### src/rtl/cpu_pkg.sv
// Types and constants shared across the CPU pipeline stages.
// fetch_entry_t is the {pc, instr} pair that the IF/ID and ID/EX registers also carry.
package cpu_pkg;

    localparam int INSTR_WIDTH = 32;

    localparam logic [INSTR_WIDTH-1:0] NOP_INSTR = 32'h0000_0000;

    typedef struct packed {
        logic [INSTR_WIDTH-1:0] pc;
        logic [INSTR_WIDTH-1:0] instr;
    } fetch_entry_t;

endpackage

### src/rtl/fetch_queue_fifo.sv
// Generic DEPTH x WIDTH circular FIFO with push, pop, synchronous clear,
// occupancy count and a combinational head read. DEPTH must be a power of 2,
// so the pointers wrap naturally. The caller never pushes when full and never
// pops when empty.
module fetch_queue_fifo
#(
    parameter int DEPTH = 4,
    parameter int WIDTH = 64
)
(
    input  logic                   clk,
    input  logic                   rstn,
    input  logic                   clear,
    input  logic                   push,
    input  logic                   pop,
    input  logic [WIDTH-1:0]       wdata,
    output logic [WIDTH-1:0]       head,
    output logic [$clog2(DEPTH):0] count
);
    import cpu_pkg::*;

    localparam int AW = $clog2(DEPTH);

    logic [WIDTH-1:0] mem [DEPTH];
    logic [AW-1:0]    wr_ptr;
    logic [AW-1:0]    rd_ptr;
    logic [AW:0]      cnt;

    // Storage, pointers and count; reset also zeroes the array, clear only rewinds.
    always_ff @(posedge clk) begin
        if (!rstn) begin
            wr_ptr <= '0;
            rd_ptr <= '0;
            cnt    <= '0;
            for (int i = 0; i < DEPTH; i++) begin
                mem[i] <= '0;
            end
        end else if (clear) begin
            wr_ptr <= '0;
            rd_ptr <= '0;
            cnt    <= '0;
        end else begin
            if (push) begin
                mem[wr_ptr] <= wdata;
                wr_ptr      <= wr_ptr + 1'b1;
            end
            if (pop) begin
                rd_ptr <= rd_ptr + 1'b1;
            end
            case ({push, pop})
                2'b10:   cnt <= cnt + 1'b1;
                2'b01:   cnt <= cnt - 1'b1;
                default: cnt <= cnt;
            endcase
        end
    end

    assign head  = mem[rd_ptr];
    assign count = cnt;

endmodule

### src/rtl/fetch_queue.sv
// Decoupling buffer between IF (pc register + synchronous imem) and ID.
// Tracks the single in-flight imem read, captures each returned {pc, instr}
// into a FIFO, presents the head to decode with valid/ready, and stalls the
// PC register when the FIFO could overflow. A flush discards everything.
// Optional feature: define FETCH_QUEUE_BYPASS_EN to forward a returning
// fetch straight to ID when the queue is empty (1-cycle latency, adds a
// combinational imem -> ID path).
module fetch_queue
#(
    parameter int DEPTH       = 4,
    parameter int INSTR_WIDTH = cpu_pkg::INSTR_WIDTH
)
(
    input  logic                     clk,
    input  logic                     rstn,
    input  logic [INSTR_WIDTH-1:0]   pc_addr,
    input  logic                     fetch_req,
    input  logic [INSTR_WIDTH-1:0]   imem_rdata,
    input  logic                     flush,
    input  logic                     id_ready,
    output logic                     pc_stall,
    output logic                     id_valid,
    output logic [INSTR_WIDTH-1:0]   id_pc,
    output logic [INSTR_WIDTH-1:0]   id_instr,
    output logic [$clog2(DEPTH):0]   count
);
    import cpu_pkg::*;

    localparam int CW = $clog2(DEPTH) + 1;
    localparam int EW = 2 * INSTR_WIDTH;

    logic                   infl_valid;
    logic [INSTR_WIDTH-1:0] infl_pc;
    logic                   issue;
    logic                   push;
    logic                   pop;
    logic                   q_nonempty;
    logic [EW-1:0]          wdata;
    logic [EW-1:0]          head;
    logic [CW-1:0]          q_count;
    logic [CW:0]            occupancy;

    // A fetch is only recorded when IF is not stalled and not being redirected.
    assign issue = fetch_req & ~pc_stall & ~flush;

    // In-flight imem read: the PC whose data arrives on imem_rdata next cycle.
    always_ff @(posedge clk) begin
        if (!rstn) begin
            infl_valid <= 1'b0;
            infl_pc    <= '0;
        end else begin
            infl_valid <= issue;
            if (issue) begin
                infl_pc <= pc_addr;
            end
        end
    end

    // Counting the in-flight read as occupied keeps the guard register-only
    // (no path from id_ready) and guarantees a push never meets a full FIFO.
    assign occupancy = {1'b0, q_count} + {{CW{1'b0}}, infl_valid};
    assign pc_stall  = (occupancy >= (CW+1)'(DEPTH));

    assign q_nonempty = (q_count != '0);
    assign wdata      = {infl_pc, imem_rdata};
    assign pop        = q_nonempty & id_ready & ~flush;

`ifdef FETCH_QUEUE_BYPASS_EN
    logic bypass;

    // An empty queue lets the returning fetch go straight to ID; if ID takes
    // it this cycle it is never written.
    assign bypass   = ~q_nonempty & infl_valid & ~flush;
    assign push     = infl_valid & ~flush & ~(bypass & id_ready);
    assign id_valid = (q_nonempty | bypass) & ~flush;
    assign id_pc    = bypass ? infl_pc    : head[EW-1 -: INSTR_WIDTH];
    assign id_instr = bypass ? imem_rdata : head[INSTR_WIDTH-1:0];
`else
    assign push     = infl_valid & ~flush;
    assign id_valid = q_nonempty & ~flush;
    assign id_pc    = head[EW-1 -: INSTR_WIDTH];
    assign id_instr = head[INSTR_WIDTH-1:0];
`endif

    fetch_queue_fifo #(
        .DEPTH (DEPTH),
        .WIDTH (EW)
    ) u_fifo (
        .clk   (clk),
        .rstn  (rstn),
        .clear (flush),
        .push  (push),
        .pop   (pop),
        .wdata (wdata),
        .head  (head),
        .count (q_count)
    );

    assign count = q_count;

endmodule
### config.mk
export PLATFORM = sky130hd
export DESIGN_NAME = fetch_queue
export DESIGN_NICKNAME = d
export VERILOG_FILES = /design/src/rtl/cpu_pkg.sv /design/src/rtl/fetch_queue_fifo.sv /design/src/rtl/fetch_queue.sv
export SDC_FILE = /design/constraint.sdc
export NUM_CORES = 1
export LEC_CHECK = 0
export CORE_MARGIN = 1
export CORE_UTILIZATION = 50
export DETAILED_ROUTE_END_ITERATION = 7
export PLACE_DENSITY = 0.72
export SLEW_MARGIN = 20
export SYNTH_ARGS = -nofsm -noshare
export SYNTH_HDL_FRONTEND = slang
export SYNTH_SLANG_ARGS = --single-unit
### constraint.sdc
create_clock -name clk -period 18.9 [get_ports clk]
set_input_delay 3.78 -clock clk [delete_from_list [all_inputs] [get_ports clk]]
set_output_delay 3.78 -clock clk [all_outputs]
set_load 0.02 [all_outputs]
======== Yosys cells after proc, flatten, opt, wreduce, memory -nomap -nowiden ========
Memories as Yosys holds them, arrays and structs flattened. A register that Yosys moved wholly into a read port is not among the register bits.
Cells that the tools add are included.
word-level totals
  register bits after elaboration ......... 40
  RAM bits ................................ 256
  input port bits ......................... 69
  output and inout port bits .............. 69
  word-level logic and storage cells ...... 38
  memories ................................ 1
memory list
  memory      words  bits a word  rd ports  clocked after Yosys merged registers in  write ports  line                    RTL
  u_fifo.mem  4      64           1         1                                        4            fetch_queue_fifo.sv:24  logic [WIDTH-1:0] mem [DEPTH];
operators by class
  add/subtract/negate cells ............... 5
  order comparisons ....................... 1
  equal/unequal tests ..................... 2
  muxes and demuxes ....................... 11
  bitwise gates (word level) .............. 9
  reductions and logical operators ........ 4
operators by type and width
  kind                   number
  $mux W64               1
  $reduce_or A64 Y1      1
  $and A1 B1 Y1          6
  $mux W1                6
  $mux W2                3
  $pmux W3 S2            1
  $add A2 B1 Y2 const B  2
  $add A3 B1 Y4          1
  $ge A4 B3 Y1 const B   1
  $add A3 B1 Y3 const B  1
  $not A1 Y1             3
  $reduce_bool A3 Y1     1
  $sub A3 B1 Y3 const B  1
  $eq A2 B1 Y1 const B   1
  $eq A2 B2 Y1 const B   1
  $reduce_bool A2 Y1     1
  $reduce_or A2 Y1       1

======== Logic depth before layout (Yosys ltp) ========
Gate-level depths: netlist of run 1.
  depth in word-level cells ............... 8
  mapped depth ............................ 9
  gate-level depth less buffers ........... 8

======== Hierarchy ========
A second synthesis of run 1 with hierarchy kept.
second synthesis, totals
  cell total of the unflattened synthesis .. 883
  area total of the unflattened synthesis .. 12578.3 um^2
by module, submodules not included
  module            instances  cells each  area each (um^2)
  fetch_queue_fifo  1          734         11212.0
  fetch_queue       1          149         1366.3

======== Least setup slack after synthesis of run 1 ========
Ideal clock, no wire load.
  path type ............................... input -> register
  start ................................... input flush
  end ..................................... memory u_fifo.mem[3][0] (enable)
  library setup time ...................... 0.574 ns
  arrival time ............................ 8.785 ns
  setup slack ............................. 9.540 ns
  stages on the path ...................... 4
  buffers on the path ..................... 1
  path through ............................ and2b_1 inv_2 clkbuf_1 o21ai_0
RTL lines
  element      line                    RTL
  from (decl)  fetch_queue.sv:19       input logic flush,
  to (decl)    fetch_queue_fifo.sv:24

======== Worst setup path in the final report of run 1 ========
  start ................................... input flush
  end ..................................... output id_valid
between the ends
  longest elaborated chain between the ends .. 2
RTL lines
  element        line               RTL
  $not A1 Y1     fetch_queue.sv:80  assign id_valid = q_nonempty & ~flush;
  $and A1 B1 Y1  fetch_queue.sv:80
  to (decl)      fetch_queue.sv:22  output logic id_valid,
No other way between the ends.

==> results of run 1 <==
## worst min-delay path, stage by stage, from the launching register on
cell	delay [ps]
sky130_fd_sc_hd__dfxtp_1	330
sky130_fd_sc_hd__nand2_1	60
sky130_fd_sc_hd__mux2i_1	50
## synthesized netlist by cell type, types with 2 or more instances
library cell | instances | area share (%)
sky130_fd_sc_hd__clkbuf_1 | 39 | 1.2
sky130_fd_sc_hd__mux2i_1 | 32 | 2.6
sky130_fd_sc_hd__nor2_1 | 113 | 3.4
sky130_fd_sc_hd__and2_1 | 115 | 5.8
sky130_fd_sc_hd__mux2_2 | 2 | 0.18
sky130_fd_sc_hd__o21ai_0 | 3 | 0.12
sky130_fd_sc_hd__nand3b_1 | 3 | 0.18
sky130_fd_sc_hd__or3_1 | 3 | 0.15
sky130_fd_sc_hd__buf_6 | 4 | 0.36
sky130_fd_sc_hd__mux4_2 | 64 | 12
sky130_fd_sc_hd__and3_1 | 37 | 1.9
sky130_fd_sc_hd__inv_1 | 5 | 0.15
sky130_fd_sc_hd__buf_2 | 12 | 0.48
sky130_fd_sc_hd__buf_1 | 2 | 0.060
sky130_fd_sc_hd__nand2b_1 | 2 | 0.10
sky130_fd_sc_hd__a21oi_1 | 3 | 0.12
sky130_fd_sc_hd__xor2_1 | 3 | 0.21
sky130_fd_sc_hd__dfxtp_1 | 42 | 6.8
sky130_fd_sc_hd__nand2_1 | 69 | 2.1
sky130_fd_sc_hd__edfxtp_1 | 256 | 62
sky130_fd_sc_hd__nor2b_1 | 2 | 0.10
## sequential cells by signal, summed over array words and instances, names as in the netlist, named ones only
register,cells
u_fifo.wr_ptr,2
u_fifo.rd_ptr,2
infl_pc,32
u_fifo.mem,256
u_fifo.count,3
infl_valid,1
## power groups by stage
stage	Clock, mW	Sequential [mW]	Combinational (mW)
3_5_place_dp	0	0.758	0.0833
6_report	0.580	0.744	0.0823
4_1_cts	0.589	0.744	0.0838
2_1_floorplan	0	0.757	0.0418
3_3_place_gp	0	0.757	0.0831
5_1_grt	0.618	0.746	0.0882
## how the worst max path moves through the flow
stage,from,endpoint,slack [ps],cells after the start
floorplan,flush,u_fifo.mem[3][0]$_DFFE_PP_,9540,4
global placement,flush,id_valid,10120,3
detailed placement,flush,id_valid,10120,3
CTS,flush,id_valid,10110,3
global route,flush,id_valid,10050,3
finish,flush,id_valid,10110,3
## logic make-up (layout without fill, tap and decap cells)
kind of cell	Yosys count	count (layout)	synth area share (%)
flops	298	298	68.5
mux	98	98	14.3
compound gates	7	7	0.311
buf+inv	63	208	2.26
simple gates	350	350	14.1
fa+ha+maj	2	2	0.261
xor+xnor	4	4	0.281
## layout make-up
cell class | count | area share (%)
flip-flops and latches | 298 | 56.7
clock inverters | 16 | 0.972
well taps | 324 | 2.69
multi-input cells | 461 | 24.5
repair buffers | 146 | 9.54
clock buffers | 40 | 5.44
inverters | 6 | 0.150
## routing by layer
metal  vias up  global-route usage, %
met3        39                   3.35
met2       209                   35.3
met5         -                      0
met4         0                   4.85
met1      3495                   26.9
li1       3233                      -
## stage by stage
stage	area [um^2]	instances	worst slack, ps	power (mW)	utilization, %
floorplan	12500	822	9540	0.799	-
global placement	14100	1235	10120	0.840	57.8
detailed placement	14100	1235	10120	0.841	57.8
CTS	15100	1291	10110	1.42	61.8
global route	15100	1291	10050	1.45	61.8
finish	15100	1291	10110	1.41	61.8
==> results list, run 1 <==
* Endpoint of the worst hold-timing path: infl_pc[0]$_SDFFE_PN0P_
* Total core area: 24400 um^2
- When the netlist entered floorplanning its net count stood at 893.
- The worst register-to-register path ends at u_fifo.mem[3][20]$_DFFE_PP_.
- For this design, the CTS-stage hold fixing added 0 buffers.
- Max Clk Rate: 114 MHz
* Critical path fanouts, max: 7
- The cell count after synthesis came out at about 820.
* P&R area growth vs syn: 21.0%
* Flip-flop and latch count after synthesis: 298
- Data required time of the worst path: 15120 ps
- In this run the tightest slew margin relative to its limit is around 27%.
- Final worst-path cycle share: 46.5%
- In the layout the commonest cells are sky130_fd_sc_hd__edfxtp_1, sky130_fd_sc_hd__clkdlybuf4s50_1, sky130_fd_sc_hd__and2_1, sky130_fd_sc_hd__nor2_1, sky130_fd_sc_hd__nand2_1.
- Part of the power in registers: 52.9%
* Min-Delay Path Class: flip-flop to flip-flop
* Post-CTS setup buffers: 0
* Maximum single-stage delay on the critical path: 600 ps
- The flow ran to the end, and the final reports show no timing, DRC or antenna violations.
* Multi-input logic area: approximately 3700 um^2
- Leading register cell type out of synthesis: sky130_fd_sc_hd__edfxtp_1
- Number of buffers added on ports: 137
- Number of antenna violations at the first check in global routing: 0
- Mapped cell area: 12500 um^2
- The detail route stage leaves a number of antenna-violating nets equal to 0.
- Combinational power share: 5.9%
- Counting cells, the worst reg-to-reg path comes to 5.
* Number of instances resized during post-cts repair: 0
- In this design, the critical path's most frequently occurring cell is sky130_fd_sc_hd__clkdlybuf4s50_1.
- The max-slew violation count was 0.
- Pleak: 5.45 nW
- Cells with a size suffix above 1 make up 13.2% of the layout.
- I/O pin count: 138
- The longest clock path from root to sink contains 3 buffers.
- Counting flops with a built-in enable in the synthesized netlist gives around 260.
* CTS buffer count: 30
- Clock-pin slew was measured on the worst setup and hold paths at 60 ps.
- For the finished layout, the period the worst path requires is 8790 ps.
- For the final database, setup skew stands at 9.11 ps.
- Drt drc: 0
- Half-perimeter wire length after detailed placement: between 10000 and 15000 um
* Kind of start point of the critical path: primary input
- Sequential cell area: ~8500 um^2
- Number of buffers and inverters on the critical path: 2
- Wires add up to 25200 um.
- Global Route Usage Sum: 20.3%
- In this run the number of H-tree levels came out at 1.
- Detailed-routing wirelength on met1: around 10000 um
- Kind of critical path: primary input to primary output
- Averaged over all synthesized cells, the footprint is 15.1 um^2.
* Maximum number of pins on one net before global-route repair: 65
* Final GP Congestion: roughly 0.72
* Total via count after detailed routing: about 7000
- Dividing the detail-routed via count by the number of cells gives about 5.4.
* Final Hold Viols: 0
- After global routing the overflow that remains totals 0.
* Ys async rst share: 0%
* Highest routed layer: met4
- Sequential cell area fraction in the yosys report: approximately two thirds
- In this run, the clock network consumes 41.2% of the power.
- Net Sw Frac: 20.5%
* Clock tree from TritonCTS: done
* Die Y-Extent: 160 um
- The via count of the first global-routing pass was 7309.
- Number of detailed-routing iterations run before antenna repair: 5
* Unrepaired setup endpoints after global routing: false
- Counting distinct cell types in the post-synthesis netlist gives 32.
* Clock latency at the later pin of the worst-skew pair: 540 ps
* Net count of the finished layout: 1014
* Synthesis warning total: 0
- Dividing total power by cell area gives a power density of between 90 and 100 nW/um^2.
* Critical Path End Type: primary output
* Peak supply drop: 0.0718 mV
* Horizontal die dimension: 160 um
- The clock drives 298 sinks.
* Number of inserted diodes: 0
- The tool flagged a number of max-cap violations equal to 0.
- For the final routed database, the setup TNS stands at 0 ps.
- The first global-routing pass estimated 40000 um of wire.
* Core Rows: 57
- The tightest hold path in the finished design has a slack of 491 ps.
- Counting the fill cells in the layout gives about 1900.
- The analysis attributes to net switching a power of 289 uW.
- Walking the worst path, the cells encountered are clkdlybuf4s50_1 -> nor2_1 -> clkdlybuf4s50_1.
- Dividing the detail-routed wire length by the instance count gives 19.5 um.
- Worst-Margin Slew: 1090 ps
- Along the worst hold path, the cell count comes to 2.
* Data arrival time at the worst-slack endpoint: between 5000 and 6000 ps
* Total setup violations reported at the end of the flow: 0
* Flop2flop setup slack: 15640 ps
- The die covers 25500 um^2.
- Worst R2R Start: infl_valid$_SDFF_PN0_
- Master of the slowest instance on the critical path: sky130_fd_sc_hd__clkdlybuf4s50_1
- Detailed routing placed a total of 12900 um of wire on met2.
- Internal power: roughly 1.1 mW
- After detailed routing, the met3 layer carries 1590 um of wire.
- Initial Util: 51.1%
- Dominant delay contributor by cell family on the critical path: buffers and inverters
- Library cell used as clock root buffer: sky130_fd_sc_hd__clkbuf_16
* Worst Hold Launch: infl_pc[0]$_SDFFE_PN0P_
* Most frequent standard cell in the layout excluding fill and tap cells: sky130_fd_sc_hd__edfxtp_1
- DRC violation total after the first TritonRoute iteration: 467
No activity file was read; power rests on OpenSTA's default activity.
==> inputs of run 2 (changes only) <==
PLACE_DENSITY = 0.75   (was 0.72)
clock period = 7.18 ns   (was 18.9 ns; I/O delays follow)
==> run 2 against run 1 <==
Register-to-register slack worse by 12000 ps. Clock skew up 16 ps. Via count up 2.4%. Final area up 0.37%. Critical endpoint is now id_instr[19]. Highest routed layer unchanged.
==> results list, run 2 (synthesized netlist as in run 1, its figures left out) <==
- Total setup violations reported at the end of the flow: 0 (unchanged)
- The clock edge transition at the registers on the reported setup and hold paths was 70 ps (about the same).
- The count of buffer and inverter cells on the critical path is 2 (unchanged).
- Horizontal die dimension: 160 um (unchanged)
* Total core area: 24400 um^2 (unchanged)
- The library cell used most frequently in the layout, excluding fill and tap cells, is sky130_fd_sc_hd__edfxtp_1.
- Most flop-heavy register: u_fifo.mem
- Final non-filler cell total: 1292 (+0.077%)
- Final slew viol count: 0 (unchanged)
* Core Rows: 57 (unchanged)
* Rel. slew slack: 28.1% (+0.68 points)
- Worst-Margin Slew: 1080 ps (-10.6 ps)
- Die Y-Extent: 160 um (unchanged)
- Number of detailed-routing iterations run before antenna repair: 6 (+1)
- The flip-flop count of the largest register after layout is 256 (unchanged).
* Total via count after detailed routing: 7146 (+2.4%)
* Min-Delay Path Class: flip-flop to flip-flop
- After layout, the minimum clock period comes to between 4000 and 5000 ps.
- Timing would allow up to 213 MHz.
- Clk buf depth: 3 (unchanged)
* Worst Hold Launch: u_fifo.rd_ptr[1]$_SDFFE_PP0P_
* Number of instances resized during post-cts repair: 0 (unchanged)
- Master of the slowest instance on the critical path: sky130_fd_sc_hd__dfxtp_4
* Final global-route overflow total: 0 (unchanged)
* Number of antenna violations at the first check in global routing: 0 (unchanged)
- Wire length of the first global-routing pass: 40300 um (+0.71%)
* Worst R2R Start: infl_valid$_SDFF_PN0_
- Pre-CTS setup slack: 2380 ps (-7740 ps)
- The reg2reg setup slack came to 3980 ps (-11660 ps).
* Ordered list of cells on the worst path: buf_4 -> mux4_2 -> clkdlybuf4s50_1
- The count of port buffers added during placement is 137 (unchanged).
* Level count of the clock H-tree: 1 (unchanged)
* Number of hold-repair buffers added at the cts stage: 0 (unchanged)
- Total Power: 3.73 mW (+170%)
- CTS Sinks: 298 (unchanged)
* Clock latency at the later pin of the worst-skew pair: 560 ps (+20 ps)
- The instance count after placement with tap cells included came to 1237 (+0.16%).
* Vias in the first global route: 7355 (+0.63%)
* Number of cell instances on the worst register-to-register path: 6 (+1)
- Net count of the finished layout: 1016 (+0.20%)
- Compared with the post-synthesis result, the final layout area differs by 21.4%.
- The final antenna diode count is 0 (unchanged).
- The starting utilization of the core area came to 51.1% (unchanged).
- After layout, the worst path uses around two thirds of the clock period.
- The power density over the cells came to 247 nW/um^2 (+160%).
- The critical path is of the flip-flop to primary output type.
- The worst register-to-register path ends at u_fifo.mem[0][23]$_SDFFCE_PN0P_.
- Final Worst Setup Slack: 2480 ps (-7630 ps)
* Clock tree from TritonCTS: done
- Pleak: 5.48 nW (+0.55%)
- The estimated wirelength of the detail-placed design came to 14100 um (+4.2%).
- Via density per instance: 5.53 (+2.4%)
* Worst Clk Skew: 25.5 ps (+16.4 ps)
- Final GP Congestion: 0.732 (+1.6%)
* Global Route Usage Sum: 20.5% (+0.19 points)
- The final routed wire length divided by cell count was 19.9 um (+1.8%).
- Critical path fanouts, max: 44 (+37)
- The count of max-cap constraint violations came to 0 (unchanged).
- Peak supply drop: 0.150 mV (+110%)
- The number of cells traversed by the worst hold path is 2 (unchanged).
- Summed negative setup slack over all endpoints: 0 ps (unchanged)
* Data required time of the worst path: 5740 ps (-9380 ps)
- The flow ran to the end, and the final reports show no timing, DRC or antenna violations.
* Drt drc: 0 (unchanged)
- The routed wire length is 25700 um (+1.8%).
- Data arrival time at the worst-slack endpoint: 3270 ps (-1740 ps)
* Antenna-violating nets left: 0 (unchanged)
- The number of setup buffers added after CTS is 0 (unchanged).
- The DRC violation total after the first TritonRoute iteration is 494 (+5.8%).
- CTS buffer count: 30 (unchanged)
- The root buffer cell chosen for the clock tree is sky130_fd_sc_hd__clkbuf_16.
- Maximum number of pins on one net before global-route repair: 91 (+40%)
- I/O pin count: 138 (unchanged)
* Worst hold margin: 491 ps (+0.925 ps)
* Floorplan die area: 25500 um^2 (unchanged)
- The ratio of cells with drive above 1 in the final layout was 13.9% (+0.71 points).
- The worst setup path is captured at a primary output.
- The biggest cell delay along the critical path is 990 ps (+390 ps).
- In this design, the largest share of critical-path delay is due to buffers and inverters.
- Most frequent cells in the layout: sky130_fd_sc_hd__edfxtp_1, sky130_fd_sc_hd__clkdlybuf4s50_1, sky130_fd_sc_hd__and2_1, sky130_fd_sc_hd__nor2_1, sky130_fd_sc_hd__nand2_1
- The worst setup path is launched from a flip-flop.
- Unrepaired setup endpoints after global routing: false
* Final Hold Viols: 0 (unchanged)
* Filler Cells Inserted: 1820 (-2.3%)
run 2: worst reg2reg max path, stage by stage (launching register included):
cell and delay (ps):
sky130_fd_sc_hd__dfxtp_1 410, sky130_fd_sc_hd__and2b_1 140, sky130_fd_sc_hd__buf_4 360, sky130_fd_sc_hd__inv_2 400
sky130_fd_sc_hd__or3_1 430, sky130_fd_sc_hd__buf_4 250, sky130_fd_sc_hd__nand2_4 780
run 2: cell type report:
| type | count | area (um^2) | share of cell area (%) |
|---|---|---|---|
| Timing Repair Buffer | 148 | 1470 | 9.73 |
| Inverter | 6 | 22.5 | 0.149 |
| Sequential cell | 298 | 8540 | 56.5 |
| Multi-Input combinational cell | 461 | 3700 | 24.4 |
| Tap cell | 324 | 405 | 2.68 |
| Clock inverter | 16 | 160 | 1.06 |
| Clock buffer | 39 | 826 | 5.46 |
run 2: power breakdown:
group          internal, mW  switching (mW)  leakage, nW
clock network         0.916           0.634        0.488
registers              1.94          0.0187         3.00
logic                0.0993           0.121         2.00
total                  2.95           0.773         5.48
run 2: worst max path at each step:
stage	to	depth (start not counted)	start
2_1_floorplan	u_fifo.mem[3][0]$_DFFE_PP_	4	flush
3_3_place_gp	u_fifo.mem[0][27]$_SDFFCE_PN0P_	7	flush
3_5_place_dp	u_fifo.mem[0][28]$_SDFFCE_PN0P_	7	flush
4_1_cts	id_instr[5]	3	flip-flop
5_1_grt	id_instr[5]	3	flip-flop
6_report	id_instr[19]	3	flip-flop
run 2: stage by stage:
stage               utilization (%)  area [um^2]
floorplan                         -        12500
global placement               57.8        14100
detailed placement             57.9        14100
CTS                            62.0        15100
global route                   62.0        15100
finish                         62.0        15100
run 2: metal layers:
layer	wire (um)	global-route usage, %
met1	10300	27.3
met2	12900	35.0
met3	1810	3.12
met4	688	6.19
met5	0	0
